===== src/rtl/io_pkg.sv =====
// io_pkg: shared constants and types for the memory-mapped I/O responder.
// Offsets are byte offsets inside the 1 KiB I/O window; bits [1:0] are ignored
// by the decoder, so every constant is word aligned.
package io_pkg;

    localparam logic [31:0] IO_BASE    = 32'hFFFF_FC00;

    localparam logic [9:0]  LED_OFS    = 10'h060;
    localparam logic [9:0]  SW_OFS     = 10'h070;
    localparam logic [9:0]  TCTRL_OFS  = 10'h080;
    localparam logic [9:0]  TLOAD_OFS  = 10'h084;
    localparam logic [9:0]  TCOUNT_OFS = 10'h088;
    localparam logic [9:0]  TSTAT_OFS  = 10'h08C;

    typedef enum logic [1:0] {
        IDLE = 2'd0,
        RUN  = 2'd1,
        DONE = 2'd2
    } tmr_state_t;

endpackage


===== src/rtl/io_timer.sv =====
// io_timer: prescaled down-count timer with expiry flag.
//
//   state | meaning
//   ------+-----------------------------------------------------------
//   IDLE  | stopped by software (or after reset); COUNT/prescaler hold
//   RUN   | prescaler running, COUNT decrements once per tick
//   DONE  | one-shot expiry reached; en cleared by hardware
//
// The prescaler counts up and ticks at PRESCALE-1, so one COUNT step takes
// exactly PRESCALE cycles and a full period is (LOAD+1)*PRESCALE cycles.
module io_timer
    import io_pkg::*;
#(
    parameter int PRESCALE = 100
) (
    input  logic        clock,
    input  logic        reset_n,
    input  logic        wr_ctrl,
    input  logic        wr_load,
    input  logic        wr_stat,
    input  logic [31:0] wdata,
    output logic        ctrl_en,
    output logic        ctrl_ar,
    output logic [31:0] load_val,
    output logic [31:0] count,
    output logic        expired
);

    localparam int PRE_W = (PRESCALE > 2) ? $clog2(PRESCALE) : 1;

    tmr_state_t       state_q, state_nxt;
    logic [PRE_W-1:0] pre_q, pre_nxt;
    logic [31:0]      count_q, count_nxt;
    logic [31:0]      load_q, load_nxt;
    logic             en_q, en_nxt;
    logic             ar_q, ar_nxt;
    logic             exp_q, exp_nxt;
    logic             tick;
    logic             start;
    logic             stop;

    assign tick  = (pre_q == PRE_W'(PRESCALE - 1));
    assign start = wr_ctrl & wdata[0] & ~en_q;
    assign stop  = wr_ctrl & ~wdata[0];

    // State and datapath registers.
    always_ff @(posedge clock or negedge reset_n) begin
        if (!reset_n) begin
            state_q <= IDLE;
            pre_q   <= '0;
            count_q <= '0;
            load_q  <= '0;
            en_q    <= 1'b0;
            ar_q    <= 1'b0;
            exp_q   <= 1'b0;
        end else begin
            state_q <= state_nxt;
            pre_q   <= pre_nxt;
            count_q <= count_nxt;
            load_q  <= load_nxt;
            en_q    <= en_nxt;
            ar_q    <= ar_nxt;
            exp_q   <= exp_nxt;
        end
    end

    // Next-state logic; a hardware expiry overrides a same-cycle W1C.
    always_comb begin
        state_nxt = state_q;
        pre_nxt   = pre_q;
        count_nxt = count_q;
        load_nxt  = load_q;
        en_nxt    = en_q;
        ar_nxt    = ar_q;
        exp_nxt   = exp_q;

        if (wr_load) load_nxt = wdata;
        if (wr_ctrl) begin
            en_nxt = wdata[0];
            ar_nxt = wdata[1];
        end
        if (wr_stat && wdata[0]) exp_nxt = 1'b0;

        case (state_q)
            IDLE, DONE: begin
                if (start) begin
                    state_nxt = RUN;
                    count_nxt = load_q;
                    pre_nxt   = '0;
                end
            end
            RUN: begin
                if (stop) begin
                    state_nxt = IDLE;
                end else if (tick) begin
                    pre_nxt = '0;
                    if (count_q != 32'd0) begin
                        count_nxt = count_q - 32'd1;
                    end else begin
                        exp_nxt = 1'b1;
                        if (ar_q) begin
                            count_nxt = load_q;
                        end else begin
                            state_nxt = DONE;
                            en_nxt    = 1'b0;
                        end
                    end
                end else begin
                    pre_nxt = pre_q + 1'b1;
                end
            end
            default: state_nxt = IDLE;
        endcase
    end

    assign ctrl_en  = en_q;
    assign ctrl_ar  = ar_q;
    assign load_val = load_q;
    assign count    = count_q;
    assign expired  = exp_q;

endmodule


===== src/rtl/io_responder32.sv =====
// io_responder32: target of the core's IORead/IOWrite strobes for the
// 0xFFFFFC00 window. LED register, synchronized switches and a timer.
// Build option IO_RDATA_REG_EN: registers rdata (one-cycle read latency,
// value held between reads) for the pipelined core; default is combinational.
module io_responder32
    import io_pkg::*;
#(
    parameter int PRESCALE = 100,
    parameter int LED_W    = 16,
    parameter int SW_W     = 16
) (
    input  logic              clock,
    input  logic              reset_n,
    input  logic              IORead,
    input  logic              IOWrite,
    input  logic [9:0]        addr,
    input  logic [31:0]       wdata,
    input  logic [SW_W-1:0]   switches,
    output logic [31:0]       rdata,
    output logic [LED_W-1:0]  leds,
    output logic              timer_irq
);

    logic [9:0]      word_ofs;
    logic            unused_addr_lsb;
    logic [SW_W-1:0] sw_meta;
    logic [SW_W-1:0] sw_sync;
    logic            wr_led, wr_ctrl, wr_load, wr_stat;
    logic            ctrl_en, ctrl_ar, expired;
    logic [31:0]     load_val, count;
    logic [31:0]     rd_mux;

    assign word_ofs        = {addr[9:2], 2'b00};
    assign unused_addr_lsb = ^addr[1:0];

    assign wr_led  = IOWrite && (word_ofs == LED_OFS);
    assign wr_ctrl = IOWrite && (word_ofs == TCTRL_OFS);
    assign wr_load = IOWrite && (word_ofs == TLOAD_OFS);
    assign wr_stat = IOWrite && (word_ofs == TSTAT_OFS);

    // LED output register.
    always_ff @(posedge clock or negedge reset_n) begin
        if (!reset_n)    leds <= '0;
        else if (wr_led) leds <= wdata[LED_W-1:0];
    end

    // Two-flop synchronizer for the asynchronous board switches.
    always_ff @(posedge clock or negedge reset_n) begin
        if (!reset_n) begin
            sw_meta <= '0;
            sw_sync <= '0;
        end else begin
            sw_meta <= switches;
            sw_sync <= sw_meta;
        end
    end

    io_timer #(
        .PRESCALE (PRESCALE)
    ) u_timer (
        .clock    (clock),
        .reset_n  (reset_n),
        .wr_ctrl  (wr_ctrl),
        .wr_load  (wr_load),
        .wr_stat  (wr_stat),
        .wdata    (wdata),
        .ctrl_en  (ctrl_en),
        .ctrl_ar  (ctrl_ar),
        .load_val (load_val),
        .count    (count),
        .expired  (expired)
    );

    assign timer_irq = expired;

    // Read mux over the current register state; unmapped offsets read 0.
    always_comb begin
        rd_mux = '0;
        case (word_ofs)
            LED_OFS:    rd_mux = 32'(leds);
            SW_OFS:     rd_mux = 32'(sw_sync);
            TCTRL_OFS:  rd_mux = {30'd0, ctrl_ar, ctrl_en};
            TLOAD_OFS:  rd_mux = load_val;
            TCOUNT_OFS: rd_mux = count;
            TSTAT_OFS:  rd_mux = {31'd0, expired};
            default:    rd_mux = '0;
        endcase
    end

`ifdef IO_RDATA_REG_EN
    // Capture on every read strobe and hold the value until the next read.
    always_ff @(posedge clock or negedge reset_n) begin
        if (!reset_n)    rdata <= '0;
        else if (IORead) rdata <= rd_mux;
    end
`else
    // Zero-latency read path for the single-cycle core.
    assign rdata = IORead ? rd_mux : 32'd0;
`endif

endmodule

===== config.mk =====
export PLATFORM = sky130hd
export DESIGN_NAME = io_responder32
export DESIGN_NICKNAME = d
export VERILOG_FILES = /design/src/rtl/io_pkg.sv /design/src/rtl/io_timer.sv /design/src/rtl/io_responder32.sv
export SDC_FILE = /design/constraint.sdc
export NUM_CORES = 1
export LEC_CHECK = 0
export BUFFER_PORTS_ARGS = -buffer_cell sky130_fd_sc_hd__buf_4
export CAP_MARGIN = 20
export CELL_PAD_IN_SITES_DETAIL_PLACEMENT = 2
export CELL_PAD_IN_SITES_GLOBAL_PLACEMENT = 2
export CORE_MARGIN = 5
export CORE_UTILIZATION = 38
export DETAILED_ROUTE_END_ITERATION = 16
export PLACE_DENSITY = 0.91
export SYNTH_ARGS = -nofsm -noshare
export SYNTH_HDL_FRONTEND = slang
export SYNTH_SLANG_ARGS = --single-unit

===== constraint.sdc =====
create_clock -name clock -period 4.1 [get_ports clock]
set_input_delay 0.82 -clock clock [delete_from_list [all_inputs] [get_ports clock]]
set_output_delay 0.82 -clock clock [all_outputs]
set_load 0.05 [all_outputs]

==> results.md <==
- Result of the run: finished clean
- Setup ws final: 0.343 ns
- Count of buffers inserted at the top-level ports: 108
- Count of antenna diodes in the layout: 0
- Setup Skew: 0.0116 ns
- Top Layer Used: met4
- Synthesis Warnings: 0
- Synth Net Count: 654
- CP max FO: 30
- Portion of total power attributed to the clock network: 44.6%
- Number of placement rows: 46
- Final net count: 757
- Post-synth top area cell: sky130_fd_sc_hd__dfrtp_1
- GRT Overall Usage: 27.5%
- Top-area cell type share of the netlist area: 51.6%
- Max-cap violations: 0
- Horiz. Die Dim: 136 um
- Final slew viol count: 0
- Worst-margin pin slew: 1.03 ns
- Count of final hold-check violations: 0
- Register clock-pin slew on the reported worst setup and hold paths: 0.06 ns
- Setup crit end kind: output port
- Kind of path behind the tightest hold check: flip-flop to flip-flop
- Reg power frac: 42.7%
- Logic depth of the worst register-to-register path: 8
- Routability congestion estimate: 0.781
- CTS Buffer Depth: 2
- Cells traversed along the worst timing path: buf_4, nor4b_2, and2_1, nand2_1, nor2_2, buf_12, a222oi_1, a21oi_1, buf_4
- Number of buffers and inverters on the critical path: 3
- Largest cells by area after synthesis: sky130_fd_sc_hd__dfrtp_1 (52%), sky130_fd_sc_hd__mux2_2 (9.2%), sky130_fd_sc_hd__a21oi_1 (5.5%)
- Comb pwr share: 12.8%
- Cell area after placement: 0.00706 mm^2
- Number of enable-type register cells in the synthesized netlist: 0
- Peak VDD IR: 0.000348 V
- Die ar.: 0.0185 mm^2
- Achievable clock frequency: 266 MHz
- Sw frac: 30.5%
- Worst slew margin: 31.4%
- Final non-filler cell area: 0.00768 mm^2
- Initial DRT Pass Iterations: 7
- Largest net degree at the start of global routing: 60
- RSZ-0062 raised after global routing: false
- Overall overflow remaining after global route: 0
- Post-detailed-placement half-perimeter wirelength: 15100 um
- Total leakage power: 0.00340 uW
- Routed length on met3: 1110 um
- Initial antenna violation count: 0
- Cell depth of the worst min-delay path: 0
- Number of gates given a new drive strength after cts: 0
- Top-Level Pins: 111
- Required time at the worst-slack endpoint: 3.28 ns
- Flip-flop and latch count after synthesis: 124
- DRC violations left: 0
- Proportion of register bits with asynchronous set or reset after synthesis: 100%
- Post-route ant nets: 0
- Chip Height: 136 um
- Cell count after synthesis: 589
- Total clock buffers created by CTS: 17
- Worst path slowest cell: sky130_fd_sc_hd__nor4b_2
- Count of different cell masters after synthesis: 55
- Finished Core Util: 48.9%
- Maximum single-stage delay on the critical path: 0.38 ns
- TritonCTS clock tree: built
- Main flop type after synthesis: sky130_fd_sc_hd__dfrtp_1
- Ratio of routed vias to standard cells: 6.00
- Synthesized area per cell: 10.2 um^2
- Initial core utilization: 38.3%
- Startpoint Class: primary input
- Met2 Wirelength: 12900 um
- H-tree lvl count: 4
- Buffers inserted during post-CTS setup optimization: 0
- Switching power: 1060 uW
- Number of fillers in the final layout: 1590
- Final period utilization: 91.6%
- Critical path type: primary input to output port
- Most numerous cell in the Yosys netlist: sky130_fd_sc_hd__dfrtp_1
- Crit-path leading delay family: simple AND/OR/NAND/NOR gates
- First-pass GRT wire length: 38400 um
- Clock sink count: 124
- Cell depth of the worst setup path: 9
- Area of the core region: 0.0157 mm^2
- Final setup fails: 0
- Setup TNS: 0 ns
- Area growth from synthesis to final layout: 27.5%
- Count of hold buffers inserted by post-cts repair: 0
- Signal arrival time at the worst endpoint: 2.94 ns
- Most numerous cell on the critical path: sky130_fd_sc_hd__buf_4
- Metal-1 WL: 9460 um
- Average detailed-routed wire length per instance: 26.5 um
- Pwr/cell area: 454 mW/mm^2
- Pre-CTS worst setup slack: 0.451 ns
- DRC marker count from the first detailed-route iteration: 384
- Commonest cells in the synthesized netlist: sky130_fd_sc_hd__dfrtp_1 (124), sky130_fd_sc_hd__a21oi_1 (66), sky130_fd_sc_hd__mux2_2 (49)
- Later-pin clock latency in the skew report: 0.43 ns
- Vias in the first global route: 6541
- Post-detailed-routing wire length: 24400 um
- P_int: 2420 uW
- Cell Area, Synth: 0.00602 mm^2
- Share of synthesized area occupied by flip-flops and latches: 51.6%
- Layout cells sized above 1: 30.9%
- Final critical path time including I/O delays and setup: 3.76 ns
- CTS Root Cell: sky130_fd_sc_hd__clkbuf_16
- DR vias: 5527
layout make-up:
type / count / area (um^2) / area share, %
clock inverter: 13 / 158 / 2.05
multi-input combinational: 421 / 2710 / 35.4
inverter: 6 / 22.5 / 0.293
sequential: 124 / 3100 / 40.4
clock buffer: 19 / 443 / 5.77
tap: 216 / 270 / 3.52
timing repair buffer: 122 / 966 / 12.6
logic make-up after synthesis:
logic type,share of synthesized area (%)
AO/OA/AOI/OAI,17.7
adder cells (fa/ha/maj),0.624
buffers and inverters,3.47
flip-flops,51.6
multiplexers,9.71
AND/OR/NAND/NOR,17.0
metrics by stage:
step                std cells  hold slack [ns]  total power, uW
floorplan                 589            0.331             1700
global placement          888            0.332             1850
detailed placement        888            0.336             1910
CTS                       920            0.349             3490
global route              921            0.357             3610
finish                    921            0.346             3490
placed cells by master, fill, tap and decap left out, types with 3 or more instances in the layout:
master / n
sky130_fd_sc_hd__a22oi_1: 20
sky130_fd_sc_hd__inv_6: 3
sky130_fd_sc_hd__mux2_2: 49
sky130_fd_sc_hd__or2_2: 3
sky130_fd_sc_hd__clkbuf_16: 17
sky130_fd_sc_hd__o21a_1: 4
sky130_fd_sc_hd__and3_1: 3
sky130_fd_sc_hd__buf_4: 118
sky130_fd_sc_hd__a21oi_1: 66
sky130_fd_sc_hd__or3_1: 4
sky130_fd_sc_hd__nand4_1: 9
sky130_fd_sc_hd__buf_12: 4
sky130_fd_sc_hd__nor2_1: 45
sky130_fd_sc_hd__inv_1: 6
sky130_fd_sc_hd__nor2b_1: 5
sky130_fd_sc_hd__o21ai_0: 27
sky130_fd_sc_hd__nand3_1: 24
sky130_fd_sc_hd__nor4_1: 6
sky130_fd_sc_hd__clkinv_4: 6
sky130_fd_sc_hd__dfrtp_1: 124
sky130_fd_sc_hd__nor3_1: 23
sky130_fd_sc_hd__a222oi_1: 14
sky130_fd_sc_hd__a21o_1: 3
sky130_fd_sc_hd__a31oi_1: 6
sky130_fd_sc_hd__ha_1: 3
sky130_fd_sc_hd__nand2_1: 45
sky130_fd_sc_hd__nor3b_1: 3
sky130_fd_sc_hd__nand2b_1: 9
sky130_fd_sc_hd__o21ai_1: 15
power by group through the flow:
stage | clock [uW] | combinational (uW) | sequential, uW
4_1_cts | 1570 | 442 | 1480
3_3_place_gp | 0 | 382 | 1470
6_report | 1550 | 445 | 1490
3_5_place_dp | 0 | 422 | 1490
5_1_grt | 1630 | 486 | 1500
2_1_floorplan | 0 | 237 | 1470
flip-flops by register name, indices dropped and copies added, names as in the netlist:
| signal | count |
|---|---|
| sw_sync | 16 |
| leds | 16 |
| u_timer.state_q | 2 |
| u_timer.ctrl_en | 1 |
| u_timer.load_val | 32 |
| sw_meta | 16 |
| u_timer.expired | 1 |
| u_timer.ctrl_ar | 1 |
| u_timer.count | 32 |
| u_timer.pre_q | 7 |
final timing paths:
kind                       slack [ns]              from                    to
max                              0.34           addr[5]              rdata[9]
min                              0.35        sw_meta[0]            sw_sync[0]
max reg2reg                      0.65  u_timer.count[0]      u_timer.count[6]
min reg2reg                      0.35        sw_meta[0]            sw_sync[0]
max in group asynchronous        2.64           reset_n   u_timer.load_val[9]
min in group asynchronous        0.44           reset_n  u_timer.load_val[18]
per-layer routing:
metal  vias to the layer above  track usage, %
met5                         -               0
met4                         0            12.8
met3                        66            6.48
met2                       206            49.0
met1                      2873            31.1
li1                       2382               -
Note: power is estimated with default switching activity, not from simulation.
